`src/rtl/fft_feed_pkg.sv`:
```
// Shared types and helpers for the FFT frame feeder: FSM state encoding,
// supported transform-length limits and the length clamp.
package fft_feed_pkg;

  typedef enum logic [1:0] {
    IDLE   = 2'd0,
    STREAM = 2'd1,
    PAD    = 2'd2
  } state_t;

  localparam int DEF_MIN_LOG2_PTS = 6;
  localparam int DEF_MAX_LOG2_PTS = 12;

  function automatic logic [3:0] clamp_log2(input logic [3:0] req,
                                            input logic [3:0] lo,
                                            input logic [3:0] hi);
    if (req < lo) return lo;
    if (req > hi) return hi;
    return req;
  endfunction

endpackage

```
`src/rtl/st_out_reg.sv`:
```
// One-deep registered valid/ready stage. Loads whenever it is empty or its
// contents are being taken this cycle, so it sustains one beat per cycle.
module st_out_reg #(
  parameter int             W       = 8,
  parameter logic [W-1:0]   RST_VAL = '0
) (
  input  logic         clk,
  input  logic         reset,
  input  logic         ld_valid,
  input  logic [W-1:0] ld_data,
  output logic         stage_free,
  output logic         out_valid,
  input  logic         out_ready,
  output logic [W-1:0] out_data
);

  logic         valid_q, valid_d;
  logic [W-1:0] data_q, data_d;

  assign stage_free = !valid_q || out_ready;
  assign out_valid  = valid_q;
  assign out_data   = data_q;

  // NOTE: every variable gets a default before any branch so no latch is inferred.
  always_comb begin
    valid_d = valid_q;
    data_d  = data_q;
    if (stage_free) begin
      valid_d = ld_valid;
      if (ld_valid) data_d = ld_data;
    end
  end

  // NOTE: state registers use non-blocking assignments so all flops update together.
  always_ff @(posedge clk or posedge reset) begin
    if (reset) begin
      valid_q <= 1'b0;
      data_q  <= RST_VAL;
    end else begin
      valid_q <= valid_d;
      data_q  <= data_d;
    end
  end

endmodule

```
`src/rtl/fft_frame_feeder.sv`:
```
// Frames a continuous sample stream into Avalon-ST packets for the FFT sink:
// sop/eop generation, per-frame length and direction, zero-padding on flush.
module fft_frame_feeder
  import fft_feed_pkg::*;
#(
  parameter int IN_W         = 16,
  parameter int OUT_W        = 16,
  parameter int MAX_LOG2_PTS = DEF_MAX_LOG2_PTS,
  parameter int MIN_LOG2_PTS = DEF_MIN_LOG2_PTS
) (
  input  logic                  clk,
  input  logic                  reset,
  input  logic [3:0]            cfg_log2_pts,
  input  logic                  cfg_inverse,
  input  logic [IN_W-1:0]       in_data,
  input  logic                  in_valid,
  output logic                  in_ready,
  input  logic                  flush,
  output logic                  sink_valid,
  input  logic                  sink_ready,
  output logic                  sink_sop,
  output logic                  sink_eop,
  output logic [OUT_W-1:0]      sink_real,
  output logic [OUT_W-1:0]      sink_imag,
  output logic [MAX_LOG2_PTS:0] sink_fftpts,
  output logic                  sink_inverse,
  output logic [15:0]           frame_count,
  output logic                  busy
);

  localparam int CW = MAX_LOG2_PTS;
  localparam int PW = MAX_LOG2_PTS + 1;
  localparam int DW = 3 + 2 * OUT_W + PW;
  localparam logic [DW-1:0] RST_VAL = {2'b00, {(2 * OUT_W){1'b0}},
                                       PW'(1) << MIN_LOG2_PTS, 1'b0};

  state_t          state_q, state_d;
  logic [CW-1:0]   cnt_q, cnt_d;
  logic [3:0]      len_q, len_d;
  logic            inv_q, inv_d;
  logic [15:0]     frame_q, frame_d;

  logic            stage_free;
  logic            ld_valid, ld_sop, ld_eop;
  logic [OUT_W-1:0] ld_real;
  logic [DW-1:0]   ld_data, out_data;
  logic [PW-1:0]   len_pts, last_idx;
  logic            at_last;

  assign len_pts  = PW'(1) << len_q;
  assign last_idx = len_pts - PW'(1);
  assign at_last  = {1'b0, cnt_q} == last_idx;

  always_comb begin
    state_d  = state_q;
    cnt_d    = cnt_q;
    len_d    = len_q;
    inv_d    = inv_q;
    frame_d  = frame_q;
    ld_valid = 1'b0;
    ld_sop   = 1'b0;
    ld_eop   = 1'b0;
    ld_real  = '0;
    in_ready = 1'b0;
    unique case (state_q)
      IDLE: begin
        if (stage_free) begin
          len_d   = clamp_log2(cfg_log2_pts, 4'(MIN_LOG2_PTS), 4'(MAX_LOG2_PTS));
          inv_d   = cfg_inverse;
          cnt_d   = '0;
          state_d = STREAM;
        end
      end
      STREAM: begin
        in_ready = stage_free;
        if (in_valid && stage_free) begin
          ld_valid = 1'b1;
          ld_sop   = cnt_q == '0;
          ld_eop   = at_last;
          ld_real  = OUT_W'($signed(in_data));
          if (at_last) begin
            state_d = IDLE;
            cnt_d   = '0;
            frame_d = frame_q + 16'd1;
          end else begin
            cnt_d = cnt_q + CW'(1);
          end
        end
        // A frame that just closed on eop ignores the flush.
        if (flush && cnt_q != '0 && state_d == STREAM) state_d = PAD;
      end
      PAD: begin
        if (stage_free) begin
          ld_valid = 1'b1;
          ld_eop   = at_last;
          if (at_last) begin
            state_d = IDLE;
            cnt_d   = '0;
            frame_d = frame_q + 16'd1;
          end else begin
            cnt_d = cnt_q + CW'(1);
          end
        end
      end
      default: state_d = IDLE;
    endcase
  end

  always_ff @(posedge clk or posedge reset) begin
    if (reset) begin
      state_q <= IDLE;
      cnt_q   <= '0;
      len_q   <= 4'(MIN_LOG2_PTS);
      inv_q   <= 1'b0;
      frame_q <= '0;
    end else begin
      state_q <= state_d;
      cnt_q   <= cnt_d;
      len_q   <= len_d;
      inv_q   <= inv_d;
      frame_q <= frame_d;
    end
  end

  assign ld_data = {ld_sop, ld_eop, ld_real, {OUT_W{1'b0}}, len_pts, inv_q};

  st_out_reg #(
    .W       (DW),
    .RST_VAL (RST_VAL)
  ) u_out (
    .clk        (clk),
    .reset      (reset),
    .ld_valid   (ld_valid),
    .ld_data    (ld_data),
    .stage_free (stage_free),
    .out_valid  (sink_valid),
    .out_ready  (sink_ready),
    .out_data   (out_data)
  );

  assign {sink_sop, sink_eop, sink_real, sink_imag, sink_fftpts, sink_inverse} = out_data;
  assign frame_count = frame_q;
  assign busy        = (state_q != IDLE) || sink_valid;

endmodule
```
`config.mk`:
```
export PLATFORM = sky130hd
export DESIGN_NAME = fft_frame_feeder
export DESIGN_NICKNAME = d
export VERILOG_FILES = /design/src/rtl/fft_feed_pkg.sv /design/src/rtl/st_out_reg.sv /design/src/rtl/fft_frame_feeder.sv
export SDC_FILE = /design/constraint.sdc
export NUM_CORES = 1
export LEC_CHECK = 0
export CAP_MARGIN = 10
export CELL_PAD_IN_SITES_DETAIL_PLACEMENT = 0
export CELL_PAD_IN_SITES_GLOBAL_PLACEMENT = 2
export CORE_ASPECT_RATIO = 1.2
export CORE_MARGIN = 2
export CORE_UTILIZATION = 32
export CTS_CLUSTER_DIAMETER = 200
export DETAILED_ROUTE_END_ITERATION = 8
export HOLD_SLACK_MARGIN = 0.06
export PLACE_DENSITY_LB_ADDON = 0.12
export SYNTH_ARGS = -nofsm -noshare
export SYNTH_HDL_FRONTEND = slang
export SYNTH_SLANG_ARGS = --single-unit
```
`constraint.sdc`:
```
create_clock -name clk -period 9 [get_ports clk]
set_input_delay 1.8 -clock clk [delete_from_list [all_inputs] [get_ports clk]]
set_output_delay 1.8 -clock clk [all_outputs]
set_load 0.02 [all_outputs]
```
# Word level (Yosys, flattened, before mapping)
# Cells that the tools add are included.
dict set report word_totals {
  reg_bits 68
  input_bits 26
  output_inout_bits 67
  word_cells 74
}
dict set report op_classes {
  add_sub_neg 3
  magnitude_cmp 2
  n_eq_ne 7
  shift 1
  muxes 37
  n_reduce_logical 17
}
# op n
set op_table {}
lappend op_table {{$mux W16} 5}
lappend op_table {{$mux W12} 4}
lappend op_table {{$pmux W12 S3} 1}
lappend op_table {{$pmux W16 S2} 1}
lappend op_table {{$add A16 B1 Y16 const B} 1}
lappend op_table {{$mux W4} 4}
lappend op_table {{$eq A12 B13 Y1} 1}
lappend op_table {{$mux W1} 13}
lappend op_table {{$shl A1 B4 Y13 const A} 1}
lappend op_table {{$sub A13 B1 Y13 const B} 1}
lappend op_table {{$add A12 B1 Y12 const B} 1}
lappend op_table {{$logic_not A12 Y1} 1}
lappend op_table {{$mux W2} 6}
lappend op_table {{$reduce_bool A12 Y1} 1}
lappend op_table {{$ne A2 B2 Y1 const B} 3}
lappend op_table {{$pmux W2 S3} 1}
lappend op_table {{$reduce_and A2 Y1} 3}
lappend op_table {{$eq A2 B1 Y1 const B} 2}
lappend op_table {{$gt A4 B4 Y1 const B} 1}
lappend op_table {{$lt A4 B3 Y1 const B} 1}
lappend op_table {{$pmux W1 S2} 2}
lappend op_table {{$reduce_and A4 Y1} 1}
lappend op_table {{$reduce_bool A2 Y1} 2}
lappend op_table {{$logic_and A1 B1 Y1} 3}
lappend op_table {{other kinds (6)} 7}

# Depth between registers and ports, before layout
dict set report depth {
  word_depth 10
  depth_mapped 13
}

# Modules after synthesis
# A second synthesis with hierarchy kept.
dict set report hier_totals {
  cells_unflattened 407
  area_unflattened_um2 4479.3
}
# module instances cells_each area_per_inst_um2 seq_area_each_um2
set modules_own_cells {}
lappend modules_own_cells {fft_frame_feeder 1 301 2562.5 878.3}
lappend modules_own_cells {st_out_reg 1 106 1916.8 1227.4}

# Worst setup path before layout
# No wires, ideal clock.
dict set report synth_timing {
  path_type {input to output}
  from {input sink_ready}
  to {output in_ready}
  arrival_ns 2.141
  required_ns 7.200
  setup_slack_ns 5.059
  stages 2
  n_path_buf 0
  cell_sequence {nor2b_1 nor2_1}
}
dict set report synth_between {
  elab_chain_cells 2
}
# item line
set synth_rtl {}
lappend synth_rtl {{start: declaration} fft_frame_feeder.sv:20} ;# input logic sink_ready,
lappend synth_rtl {{$logic_or A1 B1 Y1} st_out_reg.sv:20} ;# assign stage_free = !valid_q || out_ready;
lappend synth_rtl {{$mux W1} fft_frame_feeder.sv:65} ;# unique case (state_q)
lappend synth_rtl {{end: declaration} fft_frame_feeder.sv:17} ;# output logic in_ready,
# Every way passes these cells.

# Worst setup path after layout
# Ends and elaborated chain as after synthesis.

==> run metrics <==
Setup crit end kind output pin; Setup TNS 0 ns; clk sinks 68; CTS HTree Levels 3; Final Cell Area 0.004901 mm2; FP Rows 43; hold wc startpoint u_out.out_data[7]$_DFFE_PP1P_; post-synthesis cell area 0.003830 mm2; Worst Tran Pin Value 1.024 ns; via count 3,140; clock slew at reported path FFs 0.05 ns; DRT Pass-1 Iters 4; fin crit share 53.94%; YS warnings 0; Seq/Total Area, Yosys 44.53%; overall die width 103.9 um; Worst EP arrival 3.05 ns; Critical Path RT 7.20 ns; Final ANT Viol Nets 0; Pleak 2.093 nW; Post-CTS Setup Inserts 0; hold crit path type flop to flop; peak fanout along the critical path 4; worst skew pair latency 0.33 ns; initial drt markers 142; CTS root buf clkbuf_16; CTS tree yes; outcome finished, final reports clean; Rel. slew slack 31.74%; Antenna Cells 0; CP startpoint kind input port; Mean Syn Cell Area 9.119 um2; first-pass GRT wire length 15,980 um; Yosys top cell area share 42.47%; CTS Buf Count 9; Overall Power 1.454 mW; Top FF cell, synth dfrtp_1; Worst Clk Skew 0.007555 ns; Post-synth ARST share 100.0%; post-synthesis instance total 420; VDD IR-drop max 0.00009190 V; Layout Utilization 42.17%; dpl cell area 0.004631 mm2; pwr/cell area 296.7 mW/mm2; area leader, netlist dfrtp_1; WL/cell 15.00 um; Max Freq 206.0 MHz; Clock Tree Buf Depth 2; final setup fails 0; DRC errors left 0; kind of critical path input port to output pin; Reg-to-Reg Start len_q[3]$_DFFE_PP0P_; Post-synth top cells 68 x nand2_1, 65 x dfrtp_1, 30 x o21ai_0; RSZ-0062 raised after global routing false; post-DR vias/cell 4.891; max-slew violations 0; MaxCap Viol Count 0; cts hold-fix bufs 0; Initial Util 32.96%; Hold Violations, Final 0; largest cells by area after synthesis dfrtp_1 42%, nand2_1 6.7%, o21ai_0 3.9%; EDFF count, synth 0; last weighted congestion value of the routability-driven placer 0.7939; grt total ovfl 0; Die Span Y 123.8 um; Layout Area Growth over Synthesis 27.96%; total wire length 9627 um; area of the core 0.01162 mm2; largest net degree at the start of global routing 69; most common cell in the netlist nand2_1; initial antenna violation count 0; beginning of the critical path sink_ready; I/O pin count 93; flops & latches, synth 68; vias in the first global route 3,052; net count reported at finish 514; PostCTS Resize Cnt 0; synth unique cells 60; gr usage total 15.52%; DP HPWL 6629 um; layout cells sized above 1 7.835%; die area 0.01286 mm2; Port Buffer Count 76; Tmin final 4.855 ns
worst max-delay path, cell delays in order:
cell	delay [ns]
clkdlybuf4s50_1	0.41
nor2b_1	0.24
nor2_1	0.07
clkdlybuf4s50_1	0.54
stage by stage:
step	hold WS, ns	setup WS, ns	std cells
4_1_cts	0.4726	4.128	642
5_1_grt	0.4955	4.074	642
6_report	0.4704	4.145	642
2_1_floorplan	0.4750	5.059	435
3_3_place_gp	0.4596	4.145	626
3_5_place_dp	0.4645	4.138	626
flip-flops by register name, summed over array words and instances (netlist names):
name	count
cnt_q	12
frame_count	16
inv_q	1
len_q	4
state_q	2
u_out.out_data	32
u_out.out_valid	1
placed cells by master (no fill, tap or decap), types with 6 or more instances in the layout:
master	Yosys	layout
dfrtp_1	65	65
clkdlybuf4s50_1	0	76
xor2_1	17	17
inv_1	9	8
xnor2_1	11	11
clkbuf_16	0	9
a21oi_1	7	7
o31ai_1	6	6
nand2_1	68	68
and3_1	6	6
nor3_1	25	25
nand3_1	18	18
o21ai_0	30	30
conb_1	1	16
nor2_1	15	15
nand2b_1	10	9
nor4_1	7	7
ha_1	8	8
nand4_1	7	7
cell families after synthesis:
logic type,share of synthesized area [%]
buffers and inverters,6.893
multiplexers,2.123
flip-flops,44.53
XOR/XNOR,6.403
AO/OA/AOI/OAI,13.00
AND/OR/NAND/NOR,24.34
adder cells (fa/ha/maj),2.614
other,0.09791
worst paths after layout:
| kind | cells after the start | endpoint | slack [ns] |
|---|---|---|---|
| worst max-delay path | 4 | in_ready | 4.15 |
| worst min-delay path | 2 | u_out.out_data[7]$_DFFE_PP1P_ | 0.47 |
| worst max register to register | 8 | frame_count[1]$_DFFE_PP0P_ | 5.46 |
| worst min register to register | 2 | u_out.out_data[7]$_DFFE_PP1P_ | 0.47 |
| max in group asynchronous | 3 | u_out.out_data[4]$_DFFE_PP0P_ | 6.37 |
| min in group asynchronous | 3 | u_out.out_valid$_DFFE_PP0N_ | 2.06 |
layout make-up:
class	instances	area [um2]
Fill cell	1214	6720
Multi-Input combinational cell	314	1919
Sequential cell	68	1705
Timing Repair Buffer	78	775.7
Clock buffer	11	242.7
Tap cell	157	196.4
Inverter	9	33.78
Clock inverter	5	27.53
power by group:
group / internal [mW] / switching, mW / total [mW] / leakage, nW
sequential: 0.389 / 0.0988 / 0.488 / 0.916
combinational: 0.270 / 0.375 / 0.646 / 1.04
clock: 0.192 / 0.129 / 0.321 / 0.135
layer usage:
layer	wire length, um	vias to the layer above	track usage, %
met4	90	0	4.561
li1	-	1562	-
met2	4513	64	25.33
met1	4656	1508	20.92
met5	0	-	0
met3	367	6	3.297
(Power assumes the default switching activity.)
